### src/rtl/adder_bist_pkg.sv
// Shared types and defaults for the adder BIST controller and its expected-value pipe.
package adder_bist_pkg;

  localparam int DEF_WIDTH   = 4;
  localparam int DEF_LATENCY = 1;

  typedef enum logic [1:0] {
    IDLE  = 2'd0,
    RUN   = 2'd1,
    DRAIN = 2'd2,
    DONE  = 2'd3
  } state_t;

  typedef struct packed {
    logic                 valid;
    logic [DEF_WIDTH-1:0] a;
    logic [DEF_WIDTH-1:0] b;
    logic [DEF_WIDTH:0]   sum;
  } exp_entry_t;

endpackage

### src/rtl/adder_bist_exp_pipe.sv
// LATENCY-deep shift register of expected-result entries with a synchronous clear.
module adder_bist_exp_pipe
  import adder_bist_pkg::*;
#(
  parameter int  LATENCY = DEF_LATENCY,
  parameter type entry_t = exp_entry_t
) (
  input  logic   clk,
  input  logic   rst,
  input  logic   clear,
  input  entry_t din,
  output entry_t dout
);

  entry_t stages [LATENCY];

  // Shift one entry per clock; clear empties every stage at once.
  always_ff @(posedge clk) begin
    if (rst || clear) begin
      for (int i = 0; i < LATENCY; i++) begin
        stages[i] <= '0;
      end
    end else begin
      stages[0] <= din;
      for (int i = 1; i < LATENCY; i++) begin
        stages[i] <= stages[i-1];
      end
    end
  end

  assign dout = stages[LATENCY-1];

endmodule

### src/rtl/adder_bist.sv
// Exhaustive-sweep BIST controller for a registered adder with latency compensation.
// Optional macro ADDER_BIST_STOP_ON_FAIL_EN: end the sweep at the first mismatch.
module adder_bist
  import adder_bist_pkg::*;
#(
  parameter int WIDTH   = DEF_WIDTH,
  parameter int LATENCY = DEF_LATENCY
) (
  input  logic               clk,
  input  logic               rst,
  input  logic               start,
  output logic [WIDTH-1:0]   dut_a,
  output logic [WIDTH-1:0]   dut_b,
  input  logic [WIDTH:0]     dut_c,
  output logic               busy,
  output logic               done,
  output logic               pass,
  output logic [2*WIDTH:0]   fail_count,
  output logic [WIDTH-1:0]   first_fail_a,
  output logic [WIDTH-1:0]   first_fail_b
);

  localparam int FCW = 2*WIDTH + 1;
  localparam int DCW = (LATENCY > 1) ? $clog2(LATENCY) : 1;

  typedef struct packed {
    logic             valid;
    logic [WIDTH-1:0] a;
    logic [WIDTH-1:0] b;
    logic [WIDTH:0]   sum;
  } entry_t;

  state_t           state;
  entry_t           push;
  entry_t           head;
  logic [DCW-1:0]   drain_cnt;
  logic             start_ok;
  logic             compare_en;
  logic             mismatch;
  logic             stop_hit;
  logic             last_pair;
  logic             drain_last;
  logic             pipe_clear;
  logic [FCW-1:0]   fail_next;

  always_comb begin
    push       = '0;
    push.valid = (state == RUN);
    push.a     = dut_a;
    push.b     = dut_b;
    push.sum   = {1'b0, dut_a} + {1'b0, dut_b};

    start_ok   = start && ((state == IDLE) || (state == DONE));
    compare_en = head.valid && ((state == RUN) || (state == DRAIN));
    mismatch   = compare_en && (dut_c != head.sum);

    if (mismatch && (fail_count != {FCW{1'b1}})) begin
      fail_next = fail_count + FCW'(1);
    end else begin
      fail_next = fail_count;
    end

    last_pair  = (dut_a == {WIDTH{1'b1}}) && (dut_b == {WIDTH{1'b1}});
    drain_last = (drain_cnt == DCW'(LATENCY - 1));
`ifdef ADDER_BIST_STOP_ON_FAIL_EN
    stop_hit   = mismatch;
`else
    stop_hit   = 1'b0;
`endif
    // A fresh sweep or an early stop must not see stale expectations.
    pipe_clear = start_ok || stop_hit;
  end

  adder_bist_exp_pipe #(
    .LATENCY (LATENCY),
    .entry_t (entry_t)
  ) u_exp_pipe (
    .clk   (clk),
    .rst   (rst),
    .clear (pipe_clear),
    .din   (push),
    .dout  (head)
  );

  // Sweep FSM, operand counters and failure bookkeeping.
  always_ff @(posedge clk) begin
    if (rst) begin
      state        <= IDLE;
      dut_a        <= '0;
      dut_b        <= '0;
      busy         <= 1'b0;
      done         <= 1'b0;
      pass         <= 1'b0;
      fail_count   <= '0;
      first_fail_a <= '0;
      first_fail_b <= '0;
      drain_cnt    <= '0;
    end else begin
      if (mismatch) begin
        fail_count <= fail_next;
        if (fail_count == '0) begin
          first_fail_a <= head.a;
          first_fail_b <= head.b;
        end
      end

      case (state)
        IDLE, DONE: begin
          if (start_ok) begin
            state        <= RUN;
            busy         <= 1'b1;
            done         <= 1'b0;
            pass         <= 1'b0;
            fail_count   <= '0;
            first_fail_a <= '0;
            first_fail_b <= '0;
            dut_a        <= '0;
            dut_b        <= '0;
          end
        end
        RUN, DRAIN: begin
          if (stop_hit || ((state == DRAIN) && drain_last)) begin
            state <= DONE;
            busy  <= 1'b0;
            done  <= 1'b1;
            pass  <= (fail_next == '0);
            dut_a <= '0;
            dut_b <= '0;
          end else if (state == DRAIN) begin
            drain_cnt <= drain_cnt + DCW'(1);
          end else if (last_pair) begin
            state     <= DRAIN;
            drain_cnt <= '0;
            dut_a     <= '0;
            dut_b     <= '0;
          end else begin
            // b is the low half, so it wraps into a carry on a.
            {dut_a, dut_b} <= {dut_a, dut_b} + {{(2*WIDTH-1){1'b0}}, 1'b1};
          end
        end
        default: begin
          state <= IDLE;
          busy  <= 1'b0;
          done  <= 1'b0;
        end
      endcase
    end
  end

endmodule

### config.mk
export PLATFORM = sky130hd
export DESIGN_NAME = adder_bist
export DESIGN_NICKNAME = d
export VERILOG_FILES = /design/src/rtl/adder_bist_pkg.sv /design/src/rtl/adder_bist_exp_pipe.sv /design/src/rtl/adder_bist.sv
export SDC_FILE = /design/constraint.sdc
export NUM_CORES = 1
export LEC_CHECK = 0
export CAP_MARGIN = 20
export CORE_MARGIN = 3
export CORE_UTILIZATION = 52
export CTS_CLUSTER_DIAMETER = 30
export DETAILED_ROUTE_END_ITERATION = 8
export PLACE_DENSITY = 0.84
export SYNTH_ARGS = -nofsm -noshare
export SYNTH_HDL_FRONTEND = slang
export SYNTH_SLANG_ARGS = --single-unit
### constraint.sdc
create_clock -name clk -period 2.6 [get_ports clk]
set_clock_uncertainty 0.05 [all_clocks]
set_input_delay 0.52 -clock clk [delete_from_list [all_inputs] [get_ports clk]]
set_output_delay 0.52 -clock clk [all_outputs]
set_load 0.005 [all_outputs]
# Yosys cells after proc, flatten, opt, wreduce, memory -nomap -nowiden
# Memories as Yosys holds them, arrays and structs flattened.
# Index checks and enable logic that the tools add are counted.
# W data, S select, Z words.
# totals
elab_cells	89
mem_bits_rw	14
out_inout_bits	28
regBits	31
n_memories	1
# memory_table
memory	depth	width	rd	rd_clocked_by_memory_dff	write_ports	line_no	source
u_exp_pipe.stages	1	14	1	0	1	adder_bist_exp_pipe.sv:15	entry_t stages [LATENCY];
# op_classes
n_addsub	4
mux	41
n_eq_ne	11
reduce_logical	20
n_bitwise	2
# ops
cell	n
$mux W4	15
$mux W9	4
$logic_not A9 Y1	2
$pmux W4 S2	2
$mux W14	1
$reduce_or A14 Y1	1
$mux W1	11
$add A9 B1 Y9 const B	1
$ne A9 B9 Y1 const B	1
$add A8 B1 Y8 const B	1
$eq A4 B4 Y1 const B	2
$mux W2	4
$logic_and A1 B1 Y1	6
$ne A3 B3 Y1 const B	2
$pmux W1 S2	3
$reduce_and A3 Y1	2
$add A4 B4 Y5	1
$ne A5 B5 Y1	1
$eq A2 B2 Y1 const B	2
$pmux W2 S2	1
$reduce_and A2 Y1	2
$reduce_or A2 Y1	2
$logic_or A1 B1 Y1	3
$eq A2 B1 Y1 const B	1
6 further kinds	7

# Depth between registers and ports, before layout
# depth
depth_word	9
ltp_mapped	12

# By module
# Synthesis repeated with hierarchy kept, for this count alone.
# unflattened
hier_cells	232
area_unflattened_um2	2257.2
# modules_own_cells
module	cells_each	n_inst	area_each_um2
adder_bist	202	1	1799.2
adder_bist_exp_pipe	30	1	457.9

# Least setup slack after synthesis
# Ideal clock, no wire load.
# synth_path
path_kind	register to register
start	register fail_count[4]
end	register pass
path_stages_with_launch	12
period_less_slack_ps	2082
arrival_time_ps	1916
setup_time_ps	116
path_slack_ps	518
n_path_buf	1
cell_sequence	dfxtp_1 -> buf_2 -> nand3_1 -> nor2_1 -> nand2_1 -> nor2_1 -> ha_1 -> nor3b_2 -> o21ai_2 -> or4_4 -> mux2i_1 -> a41o_1
# synth_via
elab_chain_len	6
word_cells_on_any_way	7
classes_between	add/sub: 1; eq/ne: 1; mux: 3; reduce/logical: 2
# synth_rtl
item	line_no	source
start: declaration	adder_bist.sv:18	output logic [2*WIDTH:0] fail_count,
start signal: assignment	adder_bist.sv:100	fail_count <= fail_next;
branches (longest 2 deep; another with $add A9 B1 Y9)	n/a	
$mux W9 (*)	adder_bist.sv:57	if (mismatch && (fail_count != {FCW{1'b1}})) begin
$logic_not A9 Y1 (*)	adder_bist.sv:126	pass <= (fail_next == '0);
$mux W1 (*)	adder_bist.sv:122	if (stop_hit || ((state == DRAIN) && drain_last)) begin
$pmux W1 S2 (*)	adder_bist.sv:107	case (state)
end signal: assignment	adder_bist.sv:126	
end: declaration	adder_bist.sv:17	output logic pass,
# Mark *: on every way between the ends. The select of a mux whose other input is x is not followed.
# A chain may end at the register's enable or synchronous reset.

# Worst setup path in the final report
# layout_path
start	register fail_count[0]
end	register pass
# Same word-level chain as after synthesis.

==> implementation parameters <==
Parameter                              Value

Cells and area
  Area added between synthesis and finish    21.7%
  Filler cell count    326
  Total area of multi-input combinational cells    1080 sq um
  Finished Layout Cells    321
  Area of all placed cells without fillers    2590 sq um
  Number of nets in the layout    291
  Fraction of layout instances using a drive strength above 1    7.69%
  Register area    901 sq um
  Final antenna diode count    0

Synth
  Total number of yosys warnings    0
  Number of storage elements in the synthesis netlist    45
  Syn Area/Cell    8.89 sq um
  Yosys top cell by area    dfxtp_1
  Seq/Total Area, Yosys    42.4%
  Library cells used by synthesis    38
  Netlist area before placement    2130 sq um
  Cells after Synth    239
  Nets in the synthesized netlist    258
  Top cells by area, synth    dfxtp_1 42%, nor2_1 7.4%, xnor2_1 6.2%
  Share of the synthesized area in the top cell type    42.4%

Setup path
  CP required    2.76 ns
  Worst flop-to-flop path startpoint    fail_count[0]
  Crit path capture type    flip-flop
  Startpoint Class    flip-flop
  Largest driver fanout on the critical path    11
  Crit Path Category    reg -> reg
  Worst R2R Setup Slack    0.37 ns
  Reg-to-reg critical path endpoint    pass
  Cell depth of the worst flop-to-flop path    9
  Worst endpoint data arrival time    2.39 ns

STA
  Post-Route Setup TNS    0 ns
  Slew Limit Fails    0
  Final worst-path cycle share    85.8%
  Slew at the pin closest to its max-slew limit    0.476 ns
  Slew HR    68.3%
  Top achievable clock speed    448 MHz
  Unrepaired setup endpoints after global routing    false
  Post-layout min period    2.23 ns
  Setup violators final    0
  Number of hold violations in the final report    0

GRT
  Total gr overflow    0
  Largest net degree at the start of global routing    26
  Total routing usage reported by global routing    18.5%
  Number of global-route vias before repair    1575
  First-pass GRT wire length    7220 um
  Number of antenna violations at the first check in global routing    0

Clocking
  Number of hold-repair buffers added at the cts stage    0
  Setup Fix Bufs, Post-CTS    0
  Max Root-Sink Buffers    2
  Insertion delay of the later-clocked pin in the worst-skew pair    0.31 ns
  Clock slew at reported path FFs    0.09 ns
  CTS buffer count    5
  TritonCTS clock tree    built
  # clock sinks    45
  H-Tree Level Count    2
  Post-CTS Resized    0
  Root cell of the clock tree    clkbuf_8

Status
  Result of the run    finished clean

Placed design
  Placed wire-length estimate    3060 um
  DP Cell Count    313
  Instance area after placement    2490 sq um
  Count of input and output buffers    35
  Last weighted congestion value of the routability-driven placer    0.826

Drt
  DR vias/cell    5.24
  Mean routed wirelength per cell    13.1 um
  DRC violation count after routing    0
  Drt total wl    4220 um
  Post-route ant nets    0
  Length of the first detailed-routing pass in iterations    4
  1st-iter DRT viols    137
  Routed vias    1683

Floorplanning
  Overall die width    69.9 um
  I/O pins    36
  Die span in y    69.9 um
  Core area    3800 sq um
  Die area    4890 sq um
  Site Rows    22
  Initial standard-cell utilization of the core    56.0%

Hold path
  Path category of the worst min-delay check    reg -> reg
  Worst hold start    u_exp_pipe.stages[0][12]
  Min-Delay Path Depth    2
  Sink of the worst hold path    first_fail_a[3]

Power and ir drop
  Static leakage    0.960 nW
  Power per standard cell area    560 nW/um^2
  Worst supply voltage drop on vdd    0.000400 V

Flow run
  Max-Cap Viols    0
[registers in the layout (all words and copies together), names as in the netlist]
register and cells:
dut_a 4, done 1, first_fail_b 4, dut_b 4, drain_cnt 1, fail_count 9
u_exp_pipe.stages 14, first_fail_a 4, pass 1, state 2, busy 1
[layer usage]
layer | vias to the layer above | part of all wire, % | track usage, %
li1 | 847 | - | -
met5 | - | 0 | 0
met2 | 49 | 49 | 29.8
met1 | 780 | 44 | 23.5
met3 | 7 | 5.3 | 4.32
met4 | 0 | 1.9 | 8.30
[logic make-up after synthesis]
| group | after synthesis | synth area share, % |
|---|---|---|
| AOI/OAI and AO/OA | 23 | 6.77 |
| xor gates and xnor gates | 22 | 9.06 |
| adders and majority gates | 11 | 6.83 |
| buffers and inverters | 28 | 6.59 |
| DFF | 45 | 42.4 |
| muxes | 13 | 6.18 |
| and+or+nand+nor | 97 | 22.2 |
[power breakdown]
group / switching [mW] / total, mW / internal [mW] / leakage (nW)
clock: 0.254 / 0.448 / 0.194 / 0.0447
sequential: 0.0283 / 0.749 / 0.721 / 0.364
combinational: 0.129 / 0.251 / 0.122 / 0.551
[per-stage QoR]
step / worst slack (ns) / utilization [%] / power [mW] / hold WS (ns)
2_1_floorplan: 0.518 / - / 0.924 / 0.390
3_3_place_gp: 0.317 / 65.6 / 1.01 / 0.396
3_5_place_dp: 0.247 / 65.6 / 1.02 / 0.406
4_1_cts: 0.352 / 68.1 / 1.46 / 0.427
5_1_grt: 0.246 / 68.1 / 1.52 / 0.432
6_report: 0.369 / 68.1 / 1.45 / 0.419
[how the worst max path moves through the flow]
stage | from | endpoint | slack [ns] | cells after the start
after floorplan | fail_count[4] | pass | 0.52 | 11
after global placement | dut_c[1] | pass | 0.32 | 7
after detailed placement | dut_c[3] | pass | 0.25 | 7
after CTS | fail_count[0] | pass | 0.35 | 9
after global routing | fail_count[0] | pass | 0.25 | 9
final | fail_count[0] | pass | 0.37 | 9
[synth_stat cells (all sizes together)]
cell    number
mux2         1
buf         12
o41ai        1
a21o         2
a41o         1
a22oi        1
nor4b        1
nand3        4
inv         12
nor3b        3
nor3        10
a31oi        2
nand4        1
nand2b       1
and3         2
o21ai        6
xor2         7
or2          1
nand2       17
ha          10
nor2        43
nand4b       1
xnor2       15
a22o         1
mux2i       12
fa           1
or3          3
or4          1
a211oi       1
and2         7
a21oi        8
nor2b        2
dfxtp       45
clkbuf       4
[cell type report]
type                    count  area share (%)
multi-input cells         166            41.9
inverters                  12            1.74
repair buffers             42            15.6
well taps                  48            2.32
clock buffers               5            2.66
flip-flops and latches     45            34.8
clock inverters             3           0.967
[worst max-delay path, cell delays in order, from the launching register on]
cell and delay [ns]:
dfxtp_1 0.37, ha_1 0.24, nand2_1 0.06, nor2_1 0.04, ha_1 0.18, nor3b_2 0.21
o21ai_2 0.17, or4_4 0.46, mux2i_1 0.14, a41o_1 0.20
[cell usage in the layout, fill, tap and decap left out, types with 4 or more instances in the layout]
| cell | instances |
|---|---|
| and2_1 | 7 |
| inv_1 | 12 |
| mux2i_1 | 12 |
| dfxtp_1 | 45 |
| buf_4 | 7 |
| nor3_1 | 10 |
| nor2_1 | 42 |
| ha_1 | 10 |
| nand3_1 | 4 |
| xnor2_1 | 15 |
| nand2_1 | 17 |
| o21ai_0 | 5 |
| clkbuf_8 | 5 |
| a21oi_1 | 8 |
| xor2_1 | 7 |
| clkdlybuf4s50_1 | 35 |
No activity file was read; power rests on OpenSTA's default activity.
